$ cat src/rtl/fp_normalize_pack.sv
// fp_normalize_pack: output end of the FP adder datapath.
// Takes the ALU-stage result, which is an aligned magnitude with a carry, a sign and a
// common exponent. It renormalizes with one shift per cycle and packs an IEEE-754 word.
//
// Optional feature macro: FP_NORM_ROUND_EN
//   defined   : guard bit and round-half-even (no sticky) at pack time
//   undefined : the bit dropped by the carry right shift is discarded (truncation)
//
// Ports:
//   clk, rst_n     clock, asynchronous active-low reset
//   in_valid       ALU-stage result valid
//   in_ready       block can accept a new result (registered)
//   alignedResult  aligned magnitude, bit MANT_W is the hidden-bit position
//   alignedSign    result sign
//   carryOut       magnitude carry (bit MANT_W+1)
//   exponentOut    common exponent from the align stage
//   out_valid      Result valid (registered)
//   out_ready      consumer accepts Result
//   Result         packed {sign, exp, frac} (registered)
module fp_normalize_pack #(
    parameter int unsigned EXP_W  = 8,
    parameter int unsigned MANT_W = 23
) (
    input  logic                      clk,
    input  logic                      rst_n,
    input  logic                      in_valid,
    output logic                      in_ready,
    input  logic [MANT_W:0]           alignedResult,
    input  logic                      alignedSign,
    input  logic                      carryOut,
    input  logic [EXP_W-1:0]          exponentOut,
    output logic                      out_valid,
    input  logic                      out_ready,
    output logic [EXP_W+MANT_W:0]     Result
);

    localparam int unsigned MANT_WIDE = MANT_W + 2;
    localparam int unsigned EXP_WIDE  = EXP_W + 1;
    localparam int unsigned RES_W     = EXP_W + MANT_W + 1;
    localparam int unsigned EXP_MAX   = (1 << EXP_W) - 1;

    typedef enum logic [1:0] {
        IDLE = 2'd0,
        NORM = 2'd1,
        DONE = 2'd2
    } state_t;

    state_t                 state_q, state_d;
    logic [MANT_WIDE-1:0]   mant_q, mant_d;
    logic [EXP_WIDE-1:0]    exp_q, exp_d;
    logic                   sign_q, sign_d;
    logic [RES_W-1:0]       result_q, result_d;
    logic                   in_ready_q, in_ready_d;
    logic                   out_valid_q, out_valid_d;
`ifdef FP_NORM_ROUND_EN
    logic                   guard_q, guard_d;
    logic [MANT_WIDE-1:0]   mant_rnd;
`endif

    assign in_ready  = in_ready_q;
    assign out_valid = out_valid_q;
    assign Result    = result_q;

    // State and datapath registers
    always_ff @(posedge clk or negedge rst_n) begin
        if (!rst_n) begin
            state_q     <= IDLE;
            mant_q      <= '0;
            exp_q       <= '0;
            sign_q      <= 1'b0;
            result_q    <= '0;
            in_ready_q  <= 1'b1;
            out_valid_q <= 1'b0;
`ifdef FP_NORM_ROUND_EN
            guard_q     <= 1'b0;
`endif
        end else begin
            state_q     <= state_d;
            mant_q      <= mant_d;
            exp_q       <= exp_d;
            sign_q      <= sign_d;
            result_q    <= result_d;
            in_ready_q  <= in_ready_d;
            out_valid_q <= out_valid_d;
`ifdef FP_NORM_ROUND_EN
            guard_q     <= guard_d;
`endif
        end
    end

    // Next-state and datapath: one normalization rule per NORM cycle, in priority order
    always_comb begin
        state_d     = state_q;
        mant_d      = mant_q;
        exp_d       = exp_q;
        sign_d      = sign_q;
        result_d    = result_q;
        in_ready_d  = in_ready_q;
        out_valid_d = out_valid_q;
`ifdef FP_NORM_ROUND_EN
        guard_d     = guard_q;
        mant_rnd    = mant_q + MANT_WIDE'(1);
`endif
        unique case (state_q)
            IDLE: begin
                in_ready_d = 1'b1;
                if (in_valid && in_ready_q) begin
                    mant_d     = {carryOut, alignedResult};
                    exp_d      = {1'b0, exponentOut};
                    sign_d     = alignedSign;
`ifdef FP_NORM_ROUND_EN
                    guard_d    = 1'b0;
`endif
                    in_ready_d = 1'b0;
                    state_d    = NORM;
                end
            end
            NORM: begin
                if (mant_q[MANT_W+1]) begin
                    mant_d = mant_q >> 1;
                    exp_d  = exp_q + EXP_WIDE'(1);
`ifdef FP_NORM_ROUND_EN
                    guard_d = mant_q[0];
`endif
                end else if (mant_q == '0) begin
                    result_d    = '0;
                    out_valid_d = 1'b1;
                    state_d     = DONE;
                end else if (mant_q[MANT_W] && (exp_q >= EXP_WIDE'(EXP_MAX))) begin
                    result_d    = {sign_q, {EXP_W{1'b1}}, {MANT_W{1'b0}}};
                    out_valid_d = 1'b1;
                    state_d     = DONE;
                end else if (mant_q[MANT_W] && (exp_q == '0)) begin
                    result_d    = {sign_q, {(RES_W-1){1'b0}}};
                    out_valid_d = 1'b1;
                    state_d     = DONE;
                end else if (mant_q[MANT_W]) begin
`ifdef FP_NORM_ROUND_EN
                    if (guard_q && mant_q[0]) begin
                        if (mant_rnd[MANT_W+1]) begin
                            // Rounding carried out of the hidden bit: renormalize next cycle
                            mant_d  = mant_rnd;
                            guard_d = 1'b0;
                        end else begin
                            result_d    = {sign_q, exp_q[EXP_W-1:0], mant_rnd[MANT_W-1:0]};
                            out_valid_d = 1'b1;
                            state_d     = DONE;
                        end
                    end else begin
                        result_d    = {sign_q, exp_q[EXP_W-1:0], mant_q[MANT_W-1:0]};
                        out_valid_d = 1'b1;
                        state_d     = DONE;
                    end
`else
                    result_d    = {sign_q, exp_q[EXP_W-1:0], mant_q[MANT_W-1:0]};
                    out_valid_d = 1'b1;
                    state_d     = DONE;
`endif
                end else if (exp_q <= EXP_WIDE'(1)) begin
                    // No denormals: anything that cannot reach exp>=1 flushes to signed zero
                    result_d    = {sign_q, {(RES_W-1){1'b0}}};
                    out_valid_d = 1'b1;
                    state_d     = DONE;
                end else begin
`ifdef FP_NORM_ROUND_EN
                    mant_d  = {mant_q[MANT_W:0], guard_q};
                    guard_d = 1'b0;
`else
                    mant_d  = {mant_q[MANT_W:0], 1'b0};
`endif
                    exp_d   = exp_q - EXP_WIDE'(1);
                end
            end
            DONE: begin
                if (out_ready) begin
                    out_valid_d = 1'b0;
                    in_ready_d  = 1'b1;
                    state_d     = IDLE;
                end
            end
            default: begin
                state_d = IDLE;
            end
        endcase
    end

endmodule

$ cat config.mk
export PLATFORM = sky130hd
export DESIGN_NAME = fp_normalize_pack
export DESIGN_NICKNAME = d
export VERILOG_FILES = /design/src/rtl/fp_normalize_pack.sv
export SDC_FILE = /design/constraint.sdc
export NUM_CORES = 1
export LEC_CHECK = 0
export ABC_AREA = 0
export CORE_MARGIN = 1
export CORE_UTILIZATION = 57
export CTS_BUF_LIST = sky130_fd_sc_hd__clkbuf_8 sky130_fd_sc_hd__clkbuf_16
export DETAILED_ROUTE_END_ITERATION = 8
export PLACE_DENSITY_LB_ADDON = 0.15
export SYNTH_ARGS = -nofsm -noshare
export SYNTH_HDL_FRONTEND = slang
export SYNTH_SLANG_ARGS = --single-unit
$ cat constraint.sdc
create_clock -name clk -period 5.5 [get_ports clk]
set_clock_uncertainty 0.15 [all_clocks]
set_input_delay 1.1 -clock clk [delete_from_list [all_inputs] [get_ports clk]]
set_output_delay 1.1 -clock clk [all_outputs]
set_load 0.01 [all_outputs]
Word-level counts from Yosys, hierarchy flattened
Cells that the tools add are included.
{ "totals": {"regBits": 71, "inputBits": 38, "out_inout_bits": 34, "elab_cells": 84} }
{ "classes": {"n_addsub": 2, "order_cmp": 2, "eq_ne": 11, "n_mux": 41, "bitwise_logic": 1, "n_reduce_logical": 18} }
{ "op_table": {"columns": ["cell", "n"], "rows": [
  ["$mux 32", 5],
  ["$mux 24", 6],
  ["$mux 9", 7],
  ["$pmux 25 s2", 1],
  ["$logic_not 25->1", 1],
  ["$mux 25", 1],
  ["$pmux 9 s2", 1],
  ["$mux 2", 8],
  ["$ne 3x3->1 const B", 5],
  ["$add 9x1->9 const B", 1],
  ["$ge 9x8->1 const B", 1],
  ["$le 9x1->1 const B", 1],
  ["$logic_not 9->1", 1],
  ["$mux 1", 9],
  ["$sub 9x1->9 const B", 1],
  ["$reduce_and 4->1", 2],
  ["$reduce_and 7->1", 1],
  ["$ne 2x2->1 const B", 3],
  ["$ne 6x6->1 const B", 1],
  ["$pmux 2 s3", 1],
  ["$reduce_and 2->1", 3],
  ["$reduce_bool 2->1", 3],
  ["$reduce_and 5->1", 1],
  ["$reduce_bool 5->1", 1],
  ["7 further kinds", 10]
]} }

Longest topological paths before layout
{ "depth": {"ltp_word": 8, "depth_mapped": 9, "ltp_nobuf": 7} }

Least setup slack after synthesis
Ideal clock, no wire load.
{ "synth_path": {"kind": "input to register", "startpoint": "input port in_valid", "endpoint": "register mant_q[0]", "arrival_time_ns": 2.285, "path_slack_ns": 2.940, "cell_stages": 6, "path_buffers": 1, "cell_sequence": "and4bb_2 a21oi_1 o21bai_4 o21ai_4 buf_6 mux2_4"} }
{ "synth_between": {"elab_chain_len": 3} }
{ "synth_lines": {"columns": ["item", "line", "rtl"], "rows": [
  ["start: declaration", "26", "input logic in_valid,"],
  ["$logic_and 1x1->1", "107", "if (in_valid && in_ready_q) begin"],
  ["$ne 2x2->1 (no line)", null, null],
  ["$reduce_and 7->1 (no line)", null, null],
  ["end signal: assignment", "79", "mant_q <= mant_d;"],
  ["end: declaration", "49", "logic [MANT_WIDE-1:0] mant_q, mant_d;"]
]} }
Every way passes these cells.
A chain may end at the register's enable or synchronous reset.

Worst setup path after layout
{ "layout_path": {"startpoint": "input port in_valid", "endpoint": "register mant_q[9]"} }
The elaborated chain is that of the path after synthesis.

==> results.toml <==
[route]
viasPerCell = 6.39
firstDrtPassIters = 7
wl_per_cell_um = 18.8
ant_nets = 0
num_vias = 3114
wl_mm = 9.17
drt_iter0_markers = 207
drc = 5

[die]
start_util_pct = 59.8
ios = 72
die_height_um = 84.3
row_count = 29
die_x_um = 84.3
core_um2 = 6460
die_area_um2 = 7110

[synth]
yosysWarnings = 0
synthTopCellsByArea = "dfrtp_1 45%, mux2_4 8.5%, a221o_1 5.4%"
synth_xor_xnor_area_share_pct = 0.227
ys_ff_latch = 71
synth_top_family_by_area = "compound AO/OA/AOI/OAI gates"
synthSimpleGateAreaFrac_pct = 15.2
yosysUniqueCellTypes = 55
synth_mux_area_share_pct = 9.39
synth_fa_ha_area_share_pct = 1.62
synth_edf_count = 0
synth_ff_type = "dfrtp_1"
synth_compound_area_share_pct = 22.5
yosys-top-cells-count = "70 x dfrtp_1, 22 x a22o_1, 22 x mux2_4, 22 x nand2_1, 22 x nor2_1"
yosysMostFrequentCell = "dfrtp_1"
netlist.area_leader.share_pct = 45.3
synth_nets = 390
yosysSeqAreaShare_pct = 46.0
avgSynthCellArea_um2 = 11.1
synth_area_um2 = 3860
syn_inst = 347
synth-async-reset-ratio_pct = 100
yosys.area.top_type = "dfrtp_1"

[timing]
period_minus_slack_ns = 3.54
tightest_slew_ns = 1.12
hold_viol_final = 0
relSlewSlack_pct = 25.6
slew_viol_final = 0
setup_viol = 0
fin_setup_tns_ns = 0
min_period_over_period_pct = 64.3
fin_ws_ns = 1.96
rsz0062_at_grt = "false"
max_freq_ghz = 0.283

[critical_path]
cp_max_fo = 17
cp_cell_sequence = "clkdlybuf4s50_1 -> and4bb_2 -> a21oi_1 -> o21bai_4 -> o21ai_4 -> buf_4 -> mux2_4"
cp.arrival_ns = 3.63
start_kind = "input port"
worst-setup-path-type = "input port to register"
reg2reg_depth = 6
r2r_start = "state_q[1]$_DFFE_PN0P_"
critPathRequiredTime_ns = 5.59
startpoint = "in_valid"
critPathCaptureType = "register"
critPathMaxStageDelay_ns = 0.51
slowest_stage = "o21ai_4"

[clock_tree]
clk_path_buf_depth = 2
clkTransAtPathRegs_ns = 0.07
holdBufCountCts = 0
cts_buffers = 9
clk_latency_ns = 0.36
cts-root-buf = "clkbuf_8"
clock_sinks = 71
htree_levels = 3
tritoncts = "yes"
post_cts_buffers = 0
post_cts_resized = 0

[placed_design]
preCtsSetupSlack_ns = 1.62
dp_hpwl_mm = 6.06
placed_cells = 471
io_buffers = 71
gp_congestion = 0.863

[worst_hold_path]
min_path_cells = 1
hold_path.startpoint = "Result[26]$_DFFE_PN0P_"
min_path_type = "register to register"

[power]
ir_worst_vdd_mv = 0.383
powerDensity_nw_per_um2 = 630
p_leak_uw = 0.00206

[status]
violations = "design-rule violations"
status = "finished with violations"

[global_route]
antenna_found_initial = 0
grt_pass1_vias = 2991
grt_pass1_wl_mm = 15.1
track_usage_pct = 27.3
grt_overflow = 0
grt_max_degree = 40

[layout]
post-route-util_pct = 72.9
num-fill-cells = 461
nets = 448
insertedDiodeCount = 0
syn_to_final_growth_pct = 21.8
layout-drive-gt1-share_pct = 14.9
stdcell_count = 487

[run]
maxCapViolations = 0
power by group:
| part | total (uW) | leakage (uW) | internal (uW) | switching, uW |
|---|---|---|---|---|
| sequential | 1110 | 0.000878 | 775 | 332 |
| combinational | 1480 | 0.00109 | 815 | 663 |
| clock | 382 | 0.0000918 | 173 | 208 |
| total | 2970 | 0.00206 | 1760 | 1200 |
per-stage QoR:
step                      hold WS [ns]  instance area, um2  power [uW]
after floorplan                  0.324                3860        2150
after detailed placement         0.323                4530        2580
after global placement           0.326                4530        2530
after global routing             0.366                4710        3160
after CTS                        0.351                4710        2960
final                            0.345                4710        2970
flip-flops by register name, indices dropped and copies added (netlist names):
| name | cells |
|---|---|
| Result | 32 |
| mant_q | 25 |
| in_ready | 1 |
| exp_q | 9 |
| out_valid | 1 |
| sign_q | 1 |
| state_q | 2 |
final cells by class:
class / instances / area, um2 / share of cell area, %
Multi-Input combinational cell: 240 / 1890 / 40.2
Sequential cell: 71 / 1780 / 37.8
Timing Repair Buffer: 75 / 736 / 15.6
Clock buffer: 10 / 138 / 2.92
Tap cell: 77 / 96.3 / 2.05
Clock inverter: 6 / 36.3 / 0.771
Inverter: 8 / 30.0 / 0.638
final timing paths:
path	to	slack, ns
max in group asynchronous	in_ready$_DFFE_PN1P_	3.54
worst min register to register	Result[26]$_DFFE_PN0P_	0.35
worst max-delay path	mant_q[9]$_DFFE_PN0P_	1.96
worst max register to register	mant_q[9]$_DFFE_PN0P_	2.16
worst min-delay path	Result[26]$_DFFE_PN0P_	0.35
min in group asynchronous	Result[5]$_DFFE_PN0P_	0.68
cells in the final DEF, fill, tap and decap left out, types with 2 or more instances in the layout:
cell              n
nor4_1            6
o22ai_1           4
and3_1           21
nand2_1          22
a22oi_1           5
ha_1              5
o221a_2           2
dfrtp_1          70
o21ai_0          11
o31a_1            4
mux2_4           22
nand3_1           2
a21oi_1          11
nand4_1           3
clkdlybuf4s50_1  70
nor3_1            9
clkinv_2          4
mux2_2            2
a221o_1          21
nor3b_1           2
nor2_1           22
o2bb2ai_1        10
nand3b_1          2
nand2b_1          5
clkbuf_8         10
a22o_1           22
and2_1            2
inv_1             8
buf_4             4
per-layer routing:
metal / routed length, um / track usage, % / vias up
li1: - / - / 1436
met2: 4420 / 43.3 / 105
met3: 506 / 5.01 / 14
met4: 134 / 10.0 / 0
met1: 4110 / 37.9 / 1559
met5: 0 / 0 / -
logic make-up after synthesis:
logic type      after synthesis
buf+inv                      36
xor+xnor                      1
compound gates              103
simple gates                106
mux                          25
flops                        71
fa+ha+maj                     5
worst max-delay path, delay by kind of cell:
family / cells / cell delay [ns]
AOI/OAI and AO/OA: 3 / 0.88
buffers and inverters: 2 / 0.91
muxes: 1 / 0.33
and+or+nand+nor: 1 / 0.40
(Power assumes the default switching activity.)
